--- config.mk ---
export PLATFORM = sky130hd
export DESIGN_NAME = l1c_mem_arbiter
export DESIGN_NICKNAME = d
export VERILOG_FILES = /design/src/rtl/l1c_mem_arbiter.sv
export SDC_FILE = /design/constraint.sdc
export NUM_CORES = 1
export LEC_CHECK = 0
export ABC_AREA = 1
export BUFFER_PORTS_ARGS = -buffer_cell sky130_fd_sc_hd__buf_2
export CAP_MARGIN = 30
export CORE_AREA = 2 2 109 111
export CTS_CLUSTER_DIAMETER = 60
export DETAILED_ROUTE_END_ITERATION = 8
export DIE_AREA = 0 0 111 113
export PLACE_DENSITY = 0.73
export SYNTH_ARGS = -nofsm -noshare
export SYNTH_HDL_FRONTEND = slang
export SYNTH_SLANG_ARGS = --single-unit
--- constraint.sdc ---
create_clock -name clk -period 3.1 [get_ports clk]
set_input_delay 0 -clock clk [delete_from_list [all_inputs] [get_ports clk]]
set_output_delay 0 -clock clk [all_outputs]
set_load 0.005 [all_outputs]
--- src/rtl/l1c_mem_arbiter.sv ---
// ---------------------------------------------------------------------------
// l1c_mem_arbiter
// Shares the single CPU-wrapper memory port between the instruction L1 cache
// (read-only) and the data L1 cache (read/write). One transaction is granted
// at a time, round-robin on ties. The winner's command is latched at grant
// and driven to the memory port until its final beat. Wait/data responses
// are routed only to the owning requester.
//
// Ports:
//   clk, rst        clock; asynchronous active-high reset
//   i_rreq/i_addr/i_single        I-cache read request, address, single flag
//   i_out/i_wait                  I-cache read data, beat-complete strobe (low)
//   d_rreq/d_wreq/d_addr/d_in/d_type/d_single   D-cache command
//   d_out/d_wait                  D-cache read data, beat-complete strobe (low)
//   m_rreq/m_wreq/m_addr/m_in/m_type/m_single   command to memory wrapper
//   m_out/m_wait                  memory read data, beat-complete (low)
//   busy_o, owner_o               transaction in flight, owner (0=I, 1=D)
// ---------------------------------------------------------------------------
module l1c_mem_arbiter #(
  parameter int ADDR_W    = 32,
  parameter int DATA_W    = 32,
  parameter int TYPE_W    = 3,
  parameter int BURST_LEN = 4,
  parameter bit D_FIRST   = 1'b1
) (
  input  logic              clk,
  input  logic              rst,
  // I-cache side
  input  logic              i_rreq,
  input  logic [ADDR_W-1:0] i_addr,
  input  logic              i_single,
  output logic [DATA_W-1:0] i_out,
  output logic              i_wait,
  // D-cache side
  input  logic              d_rreq,
  input  logic              d_wreq,
  input  logic [ADDR_W-1:0] d_addr,
  input  logic [DATA_W-1:0] d_in,
  input  logic [TYPE_W-1:0] d_type,
  input  logic              d_single,
  output logic [DATA_W-1:0] d_out,
  output logic              d_wait,
  // memory port
  output logic              m_rreq,
  output logic              m_wreq,
  output logic [ADDR_W-1:0] m_addr,
  output logic [DATA_W-1:0] m_in,
  output logic [TYPE_W-1:0] m_type,
  output logic              m_single,
  input  logic [DATA_W-1:0] m_out,
  input  logic              m_wait,
  // status
  output logic              busy_o,
  output logic              owner_o
);

  typedef enum logic [1:0] {
    IDLE  = 2'd0,
    GNT_I = 2'd1,
    GNT_D = 2'd2
  } state_t;

  localparam int CNT_W  = (BURST_LEN > 1) ? $clog2(BURST_LEN) : 1;
  localparam int OFFS_W = $clog2(BURST_LEN * DATA_W / 8);
  localparam logic [TYPE_W-1:0] TYPE_WORD = TYPE_W'(2);
  localparam logic [CNT_W-1:0]  LAST_BEAT = CNT_W'(BURST_LEN - 1);

  // Line fills start on a line boundary: clear the byte offset within a line.
  function automatic logic [ADDR_W-1:0] line_align(input logic [ADDR_W-1:0] addr);
    logic [ADDR_W-1:0] mask;
    mask = {ADDR_W{1'b1}} << OFFS_W;
    return addr & mask;
  endfunction

  state_t              state_r;
  logic                last_owner_r;   // 0 = I side, 1 = D side
  logic [CNT_W-1:0]    beat_cnt_r;
  logic                rreq_r;
  logic                wreq_r;
  logic [ADDR_W-1:0]   addr_r;
  logic [DATA_W-1:0]   data_r;
  logic [TYPE_W-1:0]   type_r;
  logic                single_r;
  logic                busy_r;
  logic                owner_r;

  logic                i_req_s;
  logic                d_req_s;
  logic                pick_d_s;
  logic                final_beat_s;

  // Request decode, round-robin pick and final-beat detection.
  always_comb begin
    i_req_s      = i_rreq;
    d_req_s      = d_rreq | d_wreq;
    // D wins when it is the only requester, or on a tie when I owned last.
    pick_d_s     = d_req_s & (~i_req_s | ~last_owner_r);
    final_beat_s = ~m_wait & (single_r | (beat_cnt_r == LAST_BEAT));
  end

  // Arbiter FSM: grant, command latching, beat counting and release.
  always_ff @(posedge clk or posedge rst) begin
    if (rst) begin
      state_r      <= IDLE;
      last_owner_r <= ~D_FIRST;
      beat_cnt_r   <= {CNT_W{1'b0}};
      rreq_r       <= 1'b0;
      wreq_r       <= 1'b0;
      addr_r       <= {ADDR_W{1'b0}};
      data_r       <= {DATA_W{1'b0}};
      type_r       <= {TYPE_W{1'b0}};
      single_r     <= 1'b0;
      busy_r       <= 1'b0;
      owner_r      <= 1'b0;
    end else begin
      case (state_r)
        IDLE: begin
          beat_cnt_r <= {CNT_W{1'b0}};
          if (i_req_s | d_req_s) begin
            busy_r <= 1'b1;
            if (pick_d_s) begin
              state_r  <= GNT_D;
              owner_r  <= 1'b1;
              // A write beats a simultaneous read; writes are always single.
              rreq_r   <= ~d_wreq;
              wreq_r   <= d_wreq;
              single_r <= d_wreq | d_single;
              addr_r   <= (d_wreq | d_single) ? d_addr : line_align(d_addr);
              data_r   <= d_in;
              type_r   <= d_wreq ? d_type : TYPE_WORD;
            end else begin
              state_r  <= GNT_I;
              owner_r  <= 1'b0;
              rreq_r   <= 1'b1;
              wreq_r   <= 1'b0;
              single_r <= i_single;
              addr_r   <= i_single ? i_addr : line_align(i_addr);
              data_r   <= {DATA_W{1'b0}};
              type_r   <= TYPE_WORD;
            end
          end else begin
            state_r <= IDLE;
          end
        end
        GNT_I, GNT_D: begin
          if (final_beat_s) begin
            // Release: outputs return to their idle values for the mandatory
            // idle cycle, and the finishing side loses the next tie.
            state_r      <= IDLE;
            last_owner_r <= (state_r == GNT_D);
            beat_cnt_r   <= {CNT_W{1'b0}};
            rreq_r       <= 1'b0;
            wreq_r       <= 1'b0;
            addr_r       <= {ADDR_W{1'b0}};
            data_r       <= {DATA_W{1'b0}};
            type_r       <= {TYPE_W{1'b0}};
            single_r     <= 1'b0;
            busy_r       <= 1'b0;
            owner_r      <= 1'b0;
          end else if (!m_wait) begin
            beat_cnt_r <= beat_cnt_r + CNT_W'(1);
          end else begin
            beat_cnt_r <= beat_cnt_r;
          end
        end
        default: begin
          state_r    <= IDLE;
          beat_cnt_r <= {CNT_W{1'b0}};
          rreq_r     <= 1'b0;
          wreq_r     <= 1'b0;
          busy_r     <= 1'b0;
          owner_r    <= 1'b0;
        end
      endcase
    end
  end

  assign m_rreq   = rreq_r;
  assign m_wreq   = wreq_r;
  assign m_addr   = addr_r;
  assign m_in     = data_r;
  assign m_type   = type_r;
  assign m_single = single_r;
  assign busy_o   = busy_r;
  assign owner_o  = owner_r;

  // Response routing: only the owner sees memory wait/data.
  always_comb begin
    i_wait = 1'b1;
    i_out  = {DATA_W{1'b0}};
    d_wait = 1'b1;
    d_out  = {DATA_W{1'b0}};
    if (state_r == GNT_I) begin
      i_wait = m_wait;
      i_out  = m_out;
    end else if (state_r == GNT_D) begin
      d_wait = m_wait;
      d_out  = m_out;
    end else begin
      i_wait = 1'b1;
      d_wait = 1'b1;
    end
  end

endmodule

[Yosys cells after proc, flatten, opt, wreduce, memory -nomap -nowiden]
Index checks and enable logic that the tools add are counted.
Storage, ports and cells
  register bits: 77
  bits in latches: 0
  RAM bits: 0
  memory bits (read-only): 0
  bits of input ports: 139
  output and inout bits: 138
  logic and storage cells: 77
  memories: 0
Operators by class
  add/sub/neg operators: 1
  $mul: 0
  divide/modulo/power cells: 0
  $lt $le $gt $ge: 0
  equal/unequal tests: 6
  shift-type cells: 0
  mux-type cells: 42
  bitwise logic cells: 11
  reductions and logical operators: 6
Operators with widths (count)
  2-to-1 mux 32 bit: 8
  one-hot mux 32 bit (2 select lines): 2
  2-to-1 mux 1 bit: 13
  2-to-1 mux 2 bit: 6
  2-to-1 mux 3 bit: 4
  one-hot mux 1 bit (2 select lines): 5
  2-to-1 mux 4 bit: 2
  one-hot mux 3 bit (2 select lines): 1
  bitwise OR 1 bit: 5
  equality test 2 bit, second input constant: 2
  inequality test 2 bit, second input constant: 2
  NOT 1 bit: 4
  one-hot mux 2 bit (2 select lines): 1
  AND reduction 2 bit: 2
  inequality test 3 bit, second input constant: 1
  AND reduction 3 bit: 1
  adder 2 x 1 -> 2 bit, second input constant: 1
  AND 1 bit: 2
  equality test 2 x 1 -> 1 bit, second input constant: 1
  zero test 2 bit: 1
  nonzero test 2 bit: 1
  OR reduction 2 bit: 1

[Longest topological paths before layout]
Gate-level depths: netlist (run 1).
  depth after elaboration: 6
  mapped depth: 9
  depth with buffers taken out: 8

[Worst setup path after synthesis (run 1)]
OpenSTA, ideal clock, no wires.
  path kind: reg2reg
  start: reg state_r[0]
  end: reg addr_r[17] (netlist: m_addr[17])
  setup time: 0.077 ns
  data arrival time: 1.478 ns
  data required time: 3.023 ns
  slack: 1.545 ns
  stages on the path, launching flop included: 8
  buffers on the path: 2
  clock period less this slack: 1.555 ns
  cell sequence: dfrtp_1 inv_1 ha_1 inv_2 buf_2 clkbuf_1 nand3_1 o21ai_1
Between the ends
  longest elaborated chain between the ends: 4
  elaborated cells on any way between the ends: 9
  classes of those cells: eq/ne (4); mux (1); reduce/logical (4)
Ends and longest elaborated chain
  from (decl): RTL line 75  | state_t state_r;
  from (signal assigned): RTL line 104  | state_r <= IDLE;
  from (signal assigned): RTL line 122  | state_r <= GNT_D;
  from (signal assigned): RTL line 132  | state_r <= GNT_I;
  equality test 2 bit or equality test 2 x 1 -> 1 bit (tied branches): RTL line 116  | case (state_r)
  OR reduction 2 bit: RTL line 116
  inequality test 2 bit (no line) or nonzero test 2 bit (tied branches)
  AND reduction 3 bit (no line)
  to (signal assigned): RTL line 109  | addr_r <= {ADDR_W{1'b0}};
  to (signal assigned): RTL line 128  | addr_r <= (d_wreq | d_single) ? d_addr : line_align(d_addr);
  to (signal assigned): RTL line 137  | addr_r <= i_single ? i_addr : line_align(i_addr);
  to (decl): RTL line 80  | logic [ADDR_W-1:0] addr_r;
Parallel ways exist; a longest one is shown, timed or not.
A chain may end at the register's enable or synchronous reset.

[Final worst setup path (run 1)]
  start: reg state_r[0]
  end: reg addr_r[19] (netlist: m_addr[19])
Same word-level chain as after synthesis.

==> results.json, run 1 <==
{
  "path_delay_family": "buffers and inverters",
  "grt_pass1_wl_um": 22310,
  "r2r_end": "m_addr[19]",
  "gp_congestion": 0.8148,
  "die_w_um": 111,
  "slew_headroom_pct": 39.70,
  "synth_top_area_share_pct": 44.99,
  "hold_ws_ns": 0.006017,
  "synth_fp_nets": 781,
  "finalCritPeriodShare_pct": 74.55,
  "p_leak_nw": 4.126,
  "track_usage_pct": 22.29,
  "cp_slowest_cell": "dlygate4sd3_1",
  "drtAntennaViolNets": 0,
  "r2r_cells": 7,
  "yosys-top-cells-area": "dfrtp_1 45%, nand2_1 23%, inv_1 8.9%",
  "hold_end": "m_addr[20]",
  "root_buffer": "clkbuf_16",
  "grt_pass1_vias": 4637,
  "endpoint_kind": "flip-flop",
  "die_area_mm2": 0.01254,
  "fin_skew_ns": 0.007553,
  "wl_per_cell_um": 12.75,
  "cts.clk_slew.worst_paths_ns": 0.05,
  "clkSinkCount": 77,
  "yosysUniqueCellTypes": 21,
  "finalPower_mw": 5.423,
  "grt_max_degree": 89,
  "syn_area_per_cell_um2": 6.713,
  "drive_above_1_share_pct": 31.97,
  "status": "finished clean",
  "coreArea_mm2": 0.01127,
  "fin_crit_ns": 2.311,
  "r2r-start": "state_r[0]",
  "place_inst": 1028,
  "die_height_um": 113,
  "rsz0062_at_grt": "false",
  "post_drt_via_cell_ratio": 4.531,
  "yosys.area.top_type": "dfrtp_1",
  "ys_seq_area_share_pct": 44.99,
  "critical_path_class": "flip-flop to flip-flop",
  "portBuffers": 276,
  "synth-warning-count": 0,
  "timing.critical_path.buf_inv": 4,
  "dpl.hpwl_um": 10140,
  "min_path_cells": 5,
  "required_ns": 3.36,
  "drc": 0,
  "globalRoute.totalOverflow": 0,
  "ys_seq_elements": 77,
  "syn2layout_area_growth_pct": 53.40,
  "maxCapViolCount": 0,
  "clk-insertion-delay-late_ns": 0.33,
  "rrSetupSlack_ns": 0.79,
  "drt_iter0_drc": 437,
  "startpoint_type": "flip-flop",
  "nets": 1094,
  "layout.cells.non_filler": 1100,
  "tightestPinTransition_ns": 0.9011,
  "slowest_delay_ns": 0.58,
  "final_hold_viol_count": 0,
  "setup_tns_ns": 0,
  "antenna_found_initial": 3,
  "initial_core_util_pct": 38.00,
  "hold_class": "primary input to flip-flop",
  "drv_slew": 0,
  "fmax_mhz": 432.7,
  "rows": 39,
  "min_from": "d_addr[20]",
  "htreeDepth": 3,
  "io_pins": 277,
  "yosysMostFrequentCell": "nand2_1",
  "async_reset_ff_share_pct": 100.0,
  "netlist_instances": 638,
  "synth_common_cells": "261 x nand2_1, 101 x inv_1, 77 x dfrtp_1",
  "wl_um": 14030,
  "cts_buffers": 9,
  "clk_path_buf_depth": 2,
  "netlist_area_mm2": 0.004283,
  "synthFlopType": "dfrtp_1",
  "tritoncts": "built",
  "place_ws_ns": 0.9466,
  "ir_drop_mv": 0.5711,
  "vias": 4984,
  "power_density_mw_per_mm2": 825.5,
  "crit_arrival_ns": 2.57,
  "fin_ws_ns": 0.7890,
  "synth-edff-count": 0,
  "critPathMaxFanout": 21,
  "dr.pass1.iters": 4,
  "cts_resized": 0,
  "setup_viol": 0,
  "crit_chain": "inv_1, ha_1, inv_2, buf_4, nand3_1, dlygate4sd3_1, o21ai_1"
}
timing repair:
item | CTS | global route
hold buffers | 55 | 0
hold endpoints to repair | 100 | 0
buffers inserted | 0 | 0
layout make-up:
class	instances	area, µm²
clock buffers	13	250.2
flip-flops and latches	77	1927
inverters	102	384.1
repair buffers	340	2012
multi-input cells	421	1802
well taps	143	178.9
clock inverters	1	8.758
fillers	1057	4702
diodes	3	7.507
cell families after synthesis:
kind of cell | Yosys count | synth area share [%]
flip-flops | 77 | 44.99
buffers and inverters | 140 | 13.23
AND/OR/NAND/NOR | 341 | 31.41
AO/OA/AOI/OAI | 75 | 8.998
adder cells (fa/ha/maj) | 4 | 1.169
XOR/XNOR | 1 | 0.2045
routing by layer:
metal	track usage (%)	wire, µm	vias up
met2	38.32	7021	225
met4	11.42	299	0
li1	-	-	2539
met5	0	0	-
met1	26.27	5654	2196
met3	5.088	1049	24
worst register-to-register path: cells and delay by family (launching register included):
family | cells | cell delay, ns
AND/OR/NAND/NOR | 1 | 0.12
flip-flops | 1 | 0.36
AO/OA/AOI/OAI | 1 | 0.12
buffers and inverters | 4 | 1.28
adder cells (fa/ha/maj) | 1 | 0.36
layout by cell type, fill, tap and decap left out, drive strengths merged:
master / n
buf: 285
nand2: 262
inv: 101
dfrtp: 77
o21ai: 74
dlygate4sd3: 55
nor2: 41
nand3: 38
clkbuf: 13
ha: 4
diode: 3
clkinv: 2
o31ai: 1
xor2: 1
registers in the layout (all words and copies together), names as in the netlist:
name / cells
beat_cnt_r: 2
busy_o: 1
last_owner_r: 1
m_addr: 32
m_in: 32
m_rreq: 1
m_single: 1
m_type: 3
m_wreq: 1
owner_o: 1
state_r: 2
where the power goes:
part | switching [mW] | total (mW) | internal (mW)
registers | 0.203 | 1.62 | 1.41
logic | 1.77 | 2.88 | 1.11
clock network | 0.373 | 0.929 | 0.557
how the worst max path moves through the flow:
stage                          to  slack, ns  startpoint  cells past startpoint
CTS                    m_addr[29]       0.82  state_r[0]                      7
floorplan           beat_cnt_r[0]       1.13         rst                      1
finish                 m_addr[19]       0.79  state_r[0]                      7
global placement        m_addr[5]       1.01  state_r[0]                      7
detailed placement      m_addr[5]       0.95  state_r[0]                      7
global route           m_addr[19]       0.67  state_r[0]                      7
per-stage QoR:
stage          utilization (%)  area, µm²
2_1_floorplan                -       4283
3_3_place_gp             51.04       5753
3_5_place_dp             51.04       5753
4_1_cts                  58.22       6563
5_1_grt                  58.29       6570
6_report                 58.29       6570
(Power assumes the default switching activity.)
==> inputs of run 2 (changes only) <==
CORE_AREA = default   (was 2 2 109 111)
CORE_UTILIZATION = 39   (was default)
DIE_AREA = default   (was 0 0 111 113)
PLACE_DENSITY = 0.78   (was 0.73)
clock period = 1.9 ns   (was 3.1 ns; I/O delays follow)
==> run 2 against run 1 <==
  * Non-clock buffer count up 37
  * First-iteration DRC count down 7.8%
  * Worst setup slack lost 0.57 ns
  * Clock-buffer cell count down 1
  * Cell count is 2.7% higher
  * Hold slack worse by 0.0020 ns
  * Largest power group unchanged
==> results.json, run 2 (synthesis results as in run 1) <==
{
  "drtAntennaViolNets": 0,
  "final_hold_viol_count": 0,
  "min_path_cells": 5,
  "cts.clk_slew.worst_paths_ns": 0.08,
  "layout_common_cells": "276 x buf_2, 261 x nand2_1, 100 x inv_1",
  "p_leak_nw": 4.274,
  "nets": 1131,
  "endpoint_kind": "flip-flop",
  "critical_path_class": "flip-flop to flip-flop",
  "clk_path_buf_depth": 2,
  "clkSinkCount": 77,
  "grt_pass1_wl_um": 22600,
  "cts_buffers": 9,
  "fill_cells": 853,
  "seqPwrFrac_pct": 29.5,
  "io_pins": 277,
  "initial_core_util_pct": 40.94,
  "clk-insertion-delay-late_ns": 0.35,
  "clkPwrFrac_pct": 13.9,
  "crit_arrival_ns": 1.91,
  "power_switching_mw": 3.974,
  "tritoncts": "built",
  "mostFrequentLayoutCell": "buf_2",
  "die_area_mm2": 0.01141,
  "critPathMaxFanout": 57,
  "status": "finished clean",
  "wl_um": 15150,
  "hold_class": "primary input to flip-flop",
  "post_drt_via_cell_ratio": 4.618,
  "multiInputGateArea_mm2": 0.001794,
  "rsz0062_at_grt": "false",
  "setup_tns_ns": 0,
  "p_int_mw": 4.916,
  "root_buffer": "clkbuf_8",
  "syn2layout_area_growth_pct": 61.35,
  "htreeDepth": 3,
  "finalCritPeriodShare_pct": 88.69,
  "r2r_cells": 7,
  "place_ws_ns": 0.1142,
  "dpl.hpwl_um": 9134,
  "power_density_mw_per_mm2": 1287,
  "fmax_mhz": 593.5,
  "setup_viol": 0,
  "gp_congestion": 0.8638,
  "globalRoute.totalOverflow": 0,
  "vias": 5218,
  "drv_slew": 0,
  "die_height_um": 106.8,
  "drive_above_1_share_pct": 31.32,
  "grt_pass1_vias": 4732,
  "netSwitchingFraction_pct": 44.71,
  "startpoint_type": "flip-flop",
  "portBuffers": 276,
  "track_usage_pct": 25.38,
  "fin_ws_ns": 0.2149,
  "fin_skew_ns": 0.01115,
  "drc": 0,
  "hold_ws_ns": 0.004019,
  "seq_area_mm2": 0.001927,
  "fin_crit_ns": 1.685,
  "wl_per_cell_um": 13.41,
  "dr.pass1.iters": 5,
  "slew_headroom_pct": 60.81,
  "tightestPinTransition_ns": 0.5867,
  "coreArea_mm2": 0.01046,
  "die_w_um": 106.8,
  "grt_max_degree": 115,
  "antenna_found_initial": 1,
  "pwr-share-comb_pct": 56.6,
  "required_ns": 2.13,
  "maxCapViolCount": 0,
  "rows": 37,
  "ir_drop_mv": 1.212,
  "drt_iter0_drc": 403
}
[run 2: cell types whose count changed in the layout (fill, tap and decap cells not counted), moves of 2 or more]
cell,before,now
clkbuf_16,9,1
clkbuf_8,1,10
dlygate4sd3_1,55,89
buf_12,1,3
diode_2,3,1
clkinvlp_4,0,2
[run 2: power groups by stage]
stage | clock network [mW] | registers (mW) | logic (mW)
2_1_floorplan | 0 | 2.68 | 2.99
3_3_place_gp | 0 | 2.64 | 4.52
3_5_place_dp | 0 | 2.63 | 4.63
4_1_cts | 1.26 | 2.61 | 4.79
5_1_grt | 1.34 | 2.69 | 5.61
6_report | 1.24 | 2.62 | 5.03
[run 2: repair_timing]
action                                  in CTS  in global routing
hold buffers                                89                  0
gates resized for setup                      0                  1
endpoints found under the hold margin       89                  0
endpoints found under the setup margin       0                 19
setup buffers                                0                  0
[run 2: path summary, 6_finish.rpt]
path / start / end / slack (ns)
setup / recovery: state_r[0] / m_in[24] / 0.21
hold / removal: d_addr[4] / m_addr[4] / 0.004
setup reg to reg: state_r[0] / m_in[24] / 0.21
hold reg to reg: m_wreq / m_wreq / 0.48
max in group asynchronous: rst / m_addr[17] / 1.02
min in group asynchronous: rst / beat_cnt_r[1] / 0.28
[run 2: metal layers]
metal / vias up / global-route usage (%) / part of all wire, %
met5: - / 0 / 0
met4: 0 / 12.13 / 3.1
met3: 38 / 6.930 / 7.9
met2: 272 / 42.95 / 48
met1: 2298 / 29.68 / 41
li1: 2610 / - / -
[run 2: area by class of cell]
class | count | area share, %
diodes | 1 | 0.03621
clock buffers | 12 | 2.100
clock inverters | 4 | 0.6880
inverters | 102 | 5.595
multi-input cells | 421 | 25.96
flip-flops and latches | 77 | 27.88
well taps | 136 | 2.462
repair buffers | 377 | 35.27
[run 2: worst max-delay path: stages (launching register included)]
cell	delay (ns)
dfrtp_1	0.37
inv_1	0.07
ha_1	0.36
nand2_2	0.18
nand3_4	0.13
clkbuf_16	0.26
nand2_1	0.09
o21ai_0	0.08
[run 2: through the flow]
step	total power [mW]	instances	instance area (µm²)	util, %
after floorplan	5.664	638	4287	-
after CTS	8.658	1128	6875	65.71
after global routing	9.649	1129	6908	66.02
after global placement	7.154	1023	5792	55.36
after detailed placement	7.268	1023	5792	55.36
final	8.890	1130	6910	66.05
